### src/rtl/comp_serial_seq.sv
// Serial unsigned magnitude comparator: walks A and B two bits at a time, MSB slice first.
// Optional macro COMP_SERIAL_EARLY_EXIT_EN stops at the first unequal slice instead of scanning all slices.
module comp_serial_seq #(
  parameter int WIDTH = 8
) (
  input  logic             clock,
  input  logic             reset,
  input  logic             start,
  input  logic             clear,
  input  logic [WIDTH-1:0] A,
  input  logic [WIDTH-1:0] B,
  output logic             busy,
  output logic             done,
  output logic             A_gt_B,
  output logic             A_lt_B,
  output logic             A_eq_B,
  output logic [1:0]       state_dbg
);

  localparam int NS = WIDTH / 2;
  localparam int IW = (NS > 1) ? $clog2(NS) : 1;

  typedef enum logic [1:0] {
    IDLE = 2'd0,
    SCAN = 2'd1,
    DONE = 2'd2
  } state_t;

  state_t           state;
  logic [IW-1:0]    idx;
  logic [WIDTH-1:0] a_q;
  logic [WIDTH-1:0] b_q;
  logic [1:0]       sa;
  logic [1:0]       sb;
  logic             s_gt;
  logic             s_lt;

  assign sa        = a_q[{idx, 1'b0} +: 2];
  assign sb        = b_q[{idx, 1'b0} +: 2];
  assign s_gt      = (sa > sb);
  assign s_lt      = (sa < sb);
  assign state_dbg = state;

`ifndef COMP_SERIAL_EARLY_EXIT_EN
  // The first unequal slice seen (most significant) is remembered and wins over later slices.
  logic pend_gt;
  logic pend_lt;
  logic fin_gt;
  logic fin_lt;
  assign fin_gt = pend_gt | (~pend_lt & s_gt);
  assign fin_lt = pend_lt | (~pend_gt & s_lt);
`endif

  always_ff @(posedge clock or negedge reset) begin
    if (!reset) begin
      state  <= IDLE;
      idx    <= '0;
      a_q    <= '0;
      b_q    <= '0;
      busy   <= 1'b0;
      done   <= 1'b0;
      A_gt_B <= 1'b0;
      A_lt_B <= 1'b0;
      A_eq_B <= 1'b0;
`ifndef COMP_SERIAL_EARLY_EXIT_EN
      pend_gt <= 1'b0;
      pend_lt <= 1'b0;
`endif
    end else if (clear) begin
      state  <= IDLE;
      busy   <= 1'b0;
      done   <= 1'b0;
      A_gt_B <= 1'b0;
      A_lt_B <= 1'b0;
      A_eq_B <= 1'b0;
`ifndef COMP_SERIAL_EARLY_EXIT_EN
      pend_gt <= 1'b0;
      pend_lt <= 1'b0;
`endif
    end else begin
      case (state)
        IDLE: begin
          done <= 1'b0;
          if (start) begin
            a_q    <= A;
            b_q    <= B;
            idx    <= IW'(NS - 1);
            A_gt_B <= 1'b0;
            A_lt_B <= 1'b0;
            A_eq_B <= 1'b0;
            busy   <= 1'b1;
            state  <= SCAN;
`ifndef COMP_SERIAL_EARLY_EXIT_EN
            pend_gt <= 1'b0;
            pend_lt <= 1'b0;
`endif
          end
        end
        SCAN: begin
`ifdef COMP_SERIAL_EARLY_EXIT_EN
          if (s_gt || s_lt) begin
            A_gt_B <= s_gt;
            A_lt_B <= s_lt;
            done   <= 1'b1;
            state  <= DONE;
          end else if (idx == '0) begin
            A_eq_B <= 1'b1;
            done   <= 1'b1;
            state  <= DONE;
          end else begin
            idx <= idx - 1'b1;
          end
`else
          if (idx == '0) begin
            A_gt_B <= fin_gt;
            A_lt_B <= fin_lt;
            A_eq_B <= ~(fin_gt | fin_lt);
            done   <= 1'b1;
            state  <= DONE;
          end else begin
            pend_gt <= fin_gt;
            pend_lt <= fin_lt;
            idx     <= idx - 1'b1;
          end
`endif
        end
        DONE: begin
          done  <= 1'b0;
          busy  <= 1'b0;
          state <= IDLE;
        end
        default: begin
          state <= IDLE;
          busy  <= 1'b0;
          done  <= 1'b0;
        end
      endcase
    end
  end

endmodule
### config.mk
export PLATFORM = sky130hd
export DESIGN_NAME = comp_serial_seq
export DESIGN_NICKNAME = d
export VERILOG_FILES = /design/src/rtl/comp_serial_seq.sv
export SDC_FILE = /design/constraint.sdc
export NUM_CORES = 1
export LEC_CHECK = 0
export CAP_MARGIN = 20
export CORE_MARGIN = 2
export CORE_UTILIZATION = 25
export CTS_BUF_LIST = sky130_fd_sc_hd__clkbuf_16
export DETAILED_ROUTE_END_ITERATION = 7
export GPL_TIMING_DRIVEN = 0
export HOLD_SLACK_MARGIN = 0.08
export PLACE_DENSITY = 0.46
export SLEW_MARGIN = 20
export SYNTH_ARGS = -nofsm -noshare
export SYNTH_HDL_FRONTEND = slang
export SYNTH_SLANG_ARGS = --single-unit
### constraint.sdc
create_clock -name clock -period 2.2 [get_ports clock]
set_clock_uncertainty 0.05 [all_clocks]
set_input_delay 0.22 -clock clock [delete_from_list [all_inputs] [get_ports clock]]
set_output_delay 0.22 -clock clock [all_outputs]
set_load 0.05 [all_outputs]
==> results of run 1 <==
==> Yosys cell counts <==
cell / number
a21o_1: 1
a21oi_1: 3
a221oi_2: 1
a22o_1: 1
a2bb2oi_1: 1
a32o_1: 1
and2_1: 1
and3_4: 1
buf_12: 1
buf_2: 1
buf_4: 1
buf_6: 1
dfrtp_1: 27
ha_1: 3
inv_1: 9
mux2_1: 1
mux2_2: 7
mux2_4: 10
mux2i_1: 1
mux4_2: 4
nand2_1: 2
nand2b_1: 2
nor2_1: 4
nor2_2: 1
nor2b_1: 1
nor3_1: 3
nor4_1: 1
nor4b_1: 1
o21a_1: 1
o22a_1: 1
o2bb2ai_1: 1
o31ai_1: 1
o32ai_1: 1
or3b_1: 1
==> worst min-delay path: cells and delay by family (launching register included) <==
family	cells	cell delay, ns
AND/OR/NAND/NOR	2	0.11
flip-flops	1	0.35
==> sequential cells by signal, indices dropped and copies added (netlist names), 2 cells and up <==
name       count
state_dbg      2
a_q            8
idx            2
b_q            8
==> power by group <==
part | internal [µW] | switching [µW] | leakage, µW | total (µW)
Sequential | 592 | 67.7 | 0.000331 | 660
Clock | 251 | 174 | 0.0000415 | 425
Combinational | 340 | 269 | 0.000410 | 609
==> metrics by stage <==
stage                     std cells  util, %
final                           198    34.96
after global routing            198    34.96
after CTS                       198    34.64
after detailed placement        193    32.77
after global placement          193    32.86
after floorplan                  97        -
==> repair_timing <==
item,in CTS,in global routing
hold endpoints to repair,27,0
gates resized for setup,1,2
setup endpoints to repair,1,2
setup buffers,0,0
hold buffers,1,0
==> cell type report <==
type,count,share of cell area (%)
sequential,27,37.60
inverter,9,1.880
clock inverter,1,0.4875
tap,70,4.875
multi-input combinational,57,33.43
timing repair buffer,27,14.76
clock buffer,3,4.178
buffer,4,2.786
==> logic make-up (layout without fill, tap and decap cells) <==
family | Yosys count | in the layout | share of synthesized area, %
buf+inv | 13 | 44 | 5.783
flops | 27 | 27 | 50.37
simple gates | 18 | 18 | 7.743
compound gates | 13 | 13 | 7.930
mux | 23 | 23 | 25.37
fa+ha+maj | 3 | 3 | 2.799
==> per-layer routing <==
layer / GRT usage (%) / share of wire (%)
met5: 0 / 0
met4: 3.214 / 0.58
met3: 1.765 / 2.3
met2: 16.52 / 54
met1: 11.99 / 44
==> how the worst max path moves through the flow <==
stage | cells after the start | from | endpoint | slack, ns
6_report | 6 | idx[0]$_DFFE_PN0P_ | pend_gt$_DFFE_PN0P_ | 0.16
4_1_cts | 6 | idx[0]$_DFFE_PN0P_ | pend_gt$_DFFE_PN0P_ | 0.06
5_1_grt | 5 | idx[1]$_DFFE_PN0P_ | pend_gt$_DFFE_PN0P_ | 0.01
2_1_floorplan | 6 | idx[0]$_DFFE_PN0P_ | pend_gt$_DFFE_PN0P_ | 0.22
3_5_place_dp | 6 | idx[0]$_DFFE_PN0P_ | pend_gt$_DFFE_PN0P_ | 0.008
3_3_place_gp | 6 | idx[0]$_DFFE_PN0P_ | pend_gt$_DFFE_PN0P_ | 0.03
==> out/results.txt, run 1 <==
Hold Path Class: flip-flop to flip-flop
WL final: 2575 µm
Port buffer count: 26
CP peak stage delay: 0.56 ns
Hold WS: 0.4450 ns
Most common cell after layout, fill and taps aside: dfrtp_1
Post-route ant nets: 0
Setup TNS: 0 ns
Worst Hold End: done$_DFFE_PN0N_
Vias in the first global route: 916
Worst hold start: done$_DFFE_PN0N_
Area leader, netlist: dfrtp_1
FILL cells: 551
Syn avg cell area: 13.83 µm²
R2R setup slack: 0.16 ns
Relative slew margins: 58.66%
Max Buffers Root-to-Sink: 2
Inserted Diodes: 0
CP cell instances: buf_6 > mux4_2 > ha_4 > a21o_1 > a221oi_2 > mux2_2
CP Capture Type: flip-flop
Grt ovf: 0
Pwr/cell area: 943.1 mW/mm²
Peak Freq: 0.4892 GHz
Outcome: finished clean
Worst endpoint required time: 2.35 ns
DR WL/cell: 13.01 µm
Final Hold Fails: 0
Root Buffer: clkbuf_16
Vias: 857
IO Pins: 27
Area of the multi-input gates: 600.6 µm²
LEAKAGE: 0.0007829 µW
Worst-Margin Slew: 0.6200 ns
Crit path DAT: 2.19 ns
First-pass DRT Iterations: 4
Final period util: 92.91%
Largest net degree at the start of global routing: 28
Yosys cell types: 34
Most frequent cells in the layout: 27 x dfrtp_1, 25 x clkdlybuf4s50_1, 10 x mux2_4
CTS Buf Count: 3
Initial drt markers: 36
Routed vias/inst: 4.328
FF/Latch Area: 675.6 µm²
Synth Instances: 97
Starting density of the core: 26.10%
Initial antenna violation count: 0
Cell area after layout: 0.001797 mm²
TritonCTS clock tree: yes
Total Nets Final: 152
Reg2reg path depth: 6
Slowest library cell on the worst path: mux4_2
CP Class: flip-flop to flip-flop
RSZ-0062 raised after global routing: false
Total power: 1695 µW
Period minus WS final: 2.044 ns
Synth warn: 0
Row cnt: 26
Worst-path maximum fanout: 7
Post-DP HPWL: 1956 µm
Global-route wire length before repair: 4443 µm
Top post-synthesis cells by area: dfrtp_1 50%, mux2_4 11%, mux4_2 6.7%, mux2_2 5.9%, ha_1 2.8%
Die H: 77.25 µm
Area share of the largest cell type after synthesis: 50.37%
Layout overhead on the synthesized area: 33.96%
GRT Resource Usage Total: 9.575%
Net Count, Synth: 120
Reg2reg end: pend_gt$_DFFE_PN0P_
Max-cap viol count: 0
Die extent in x: 77.25 µm
Max H-tree Level: 1
Final WS setup: 0.1559 ns
CP top delay family: multiplexers
FF-to-FF Start: idx[0]$_DFFE_PN0P_
Startpoint Class: flip-flop
Slew Limit Fails: 0
Final setup violation count: 0
Layout cell share with drive strength beyond 1: 26.56%
Mapped Area: 0.001341 mm²
Worst-path clk slew: 0.06 ns
Core box area: 0.005140 mm²
Min-Delay Path Depth: 2
Clk_lat worst skew: 0.26 ns
Peak supply drop: 0.3366 mV
Pre-CTS setup slack: 0.007502 ns
Placed Area: 0.001684 mm²
Synthesized flop and latch total: 27
Sequential fraction of the synthesis area: 50.37%
Buf+Inv Stages, Crit Path: 1
DRC viols: 0
GPL Wtd Cong: 0.7126
Clock sink count: 27
Die area: 0.005967 mm²
(Power assumes the default switching activity.)
==> inputs of run 2 (changes only) <==
--- a/config.mk
+++ b/config.mk
@@ -10,10 +10,10 @@
 export CORE_UTILIZATION = 25
 export CTS_BUF_LIST = sky130_fd_sc_hd__clkbuf_16
 export DETAILED_ROUTE_END_ITERATION = 7
-export GPL_TIMING_DRIVEN = 0
+export GPL_ROUTABILITY_DRIVEN = 0
 export HOLD_SLACK_MARGIN = 0.08
 export PLACE_DENSITY = 0.46
-export SLEW_MARGIN = 20
+export SLEW_MARGIN = 40
 export SYNTH_ARGS = -nofsm -noshare
 export SYNTH_HDL_FRONTEND = slang
 export SYNTH_SLANG_ARGS = --single-unit
==> run 2 against run 1 <==
Against the previous run: die area did not move; non-clock buffer count fell by 3; clock power fell by 5.6%; setup slack got worse by 0.060 ns; final cell count fell by 1.5%; total power fell by 3.7%; via count fell by 2.5%; flip-flop and latch count did not move; combinational power fell by 9.4%; highest routed layer unchanged.
==> out/results.txt, run 2 (synthesis gave the netlist of run 1 again) <==
Outcome: finished clean
FF-to-FF Start: idx[0]$_DFFE_PN0P_
Worst-Margin Slew: 0.4957 ns (-0.1244 ns)
Hold buffer count at cts: 0 (-1)
Vias in the first global route: 910 (-0.66%)
Startpoint Class: flip-flop
Global-route wire length before repair: 4326 µm (-2.6%)
Die area: 0.005967 mm² (unchanged)
Placed instance count: 191 (-1.0%)
Crit. Startpoint: idx[0]$_DFFE_PN0P_
Core box area: 0.005140 mm² (unchanged)
Final Hold Fails: 0 (unchanged)
Post-route ant nets: 0 (unchanged)
Slew Limit Fails: 0 (unchanged)
Post-CTS Setup Repair Bufs: 0 (unchanged)
Post_cts resized: 1 (unchanged)
Area of the multi-input gates: 588.1 µm² (-2.1%)
Inserted Diodes: 0 (unchanged)
Port buffer count: 26 (unchanged)
RSZ-0062 raised after global routing: false
IO Pins: 27 (unchanged)
Die H: 77.25 µm (unchanged)
GRT Resource Usage Total: 9.061% (-0.51 points)
Final setup violation count: 0 (unchanged)
Peak Freq: 0.4754 GHz (-2.8%)
Initial antenna violation count: 0 (unchanged)
Initial drt markers: 27 (-25%)
First-pass DRT Iterations: 3 (-1)
Max H-tree Level: 1 (unchanged)
Setup TNS: 0 ns (unchanged)
WL final: 2512 µm (-2.4%)
CP Capture Type: flip-flop
Largest net degree at the start of global routing: 28 (unchanged)
LEAKAGE: 0.0007629 µW (-2.6%)
Grt ovf: 0 (unchanged)
Root Buffer: clkbuf_16
Starting density of the core: 26.10% (unchanged)
Max-cap viol count: 0 (unchanged)
Die extent in x: 77.25 µm (unchanged)
Layout cell share with drive strength beyond 1: 24.00% (-2.6 points)
Worst-path clk slew: 0.06 ns (about the same)
Pwr/cell area: 937.3 mW/mm² (-0.62%)
Worst-path maximum fanout: 7 (unchanged)
Post-DP HPWL: 1971 µm (+0.74%)
Most frequent cells in the layout: 26 x dfrtp_1, 26 x clkdlybuf4s50_1, 10 x inv_1, 10 x mux2_4, 7 x mux2_2
DRC viols: 0 (unchanged)
Non-Filler Instances: 195 (-1.5%)
Largest registers: a_q x8, b_q x8
Total Nets Final: 149 (-2.0%)
Routed vias/inst: 4.287 (-0.95%)
FILL cells: 534 (-3.1%)
Clock sink count: 27 (unchanged)
Crit path DAT: 2.25 ns (+0.06 ns)
Vias: 836 (-2.5%)
CP Class: flip-flop to flip-flop
TritonCTS clock tree: yes
Layout overhead on the synthesized area: 29.76%
Max Buffers Root-to-Sink: 2 (unchanged)
DR WL/cell: 12.88 µm (-0.95%)
Worst endpoint required time: 2.35 ns (about the same)
Clk_lat worst skew: 0.26 ns (about the same)
Period minus WS final: 2.104 ns (+0.05952 ns)
CTS Buf Count: 3 (unchanged)
Hold Path Class: primary input to async pin
Relative slew margins: 66.85% (+8.2 points)
Final period util: 95.62% (+2.7 points)
Peak supply drop: 0.3179 mV (-5.6%)
Row cnt: 26 (unchanged)
FF/Latch Area: 676.9 µm² (+0.19%)
==> run 2: metrics by stage <==
| step | area (µm²) | power, µW | setup slack (ns) | hold slack, ns | util, % |
|---|---|---|---|---|---|
| floorplan | 1341 | 1093 | 0.2164 | -0.1256 | - |
| global placement | 1660 | 1237 | 0.1009 | 0.4312 | 32.30 |
| detailed placement | 1660 | 1249 | 0.02558 | 0.4440 | 32.30 |
| CTS | 1740 | 1661 | 0.09676 | 0.2986 | 33.86 |
| global route | 1740 | 1734 | 0.02887 | 0.3358 | 33.86 |
| finish | 1740 | 1631 | 0.09636 | 0.2829 | 33.86 |
==> run 2: where the power goes <==
group	switching (µW)	total, µW	internal, µW	leakage [µW]
combinational	241	552	311	0.000390
sequential	84.3	678	594	0.000330
clock	158	401	243	0.0000423
total	483	1630	1150	0.000763
==> run 2: per-layer routing <==
layer	track usage, %	wire length, µm
met5	0	0
met4	3.214	29
met3	1.765	56
met2	15.83	1303
met1	11.06	1123
==> run 2: final timing paths <==
kind                                            end  slack, ns  depth (start not counted)
worst max-delay path            pend_gt$_DFFE_PN0P_        0.1                          5
worst min-delay path             a_q[3]$_DFFE_PN0P_       0.28                          2
worst max register to register  pend_gt$_DFFE_PN0P_        0.1                          5
worst min register to register   A_eq_B$_DFFE_PN0P_       0.46                          1
max in group asynchronous        idx[0]$_DFFE_PN0P_       1.55                          2
min in group clock               A_eq_B$_DFFE_PN0P_       0.46                          1
==> run 2: layout make-up <==
cell class	instances	area share [%]
clock buffers	3	4.313
clock inverters	1	0.2157
inverters	9	1.941
multi-input cells	57	33.79
flip-flops and latches	27	38.89
well taps	70	5.032
repair buffers	28	15.82
==> run 2: critical path: stages (launching register included) <==
cell,delay [ns]
dfrtp_2,0.46
mux4_2,0.53
ha_1,0.35
a21o_1,0.20
a221oi_2,0.26
mux2_2,0.20
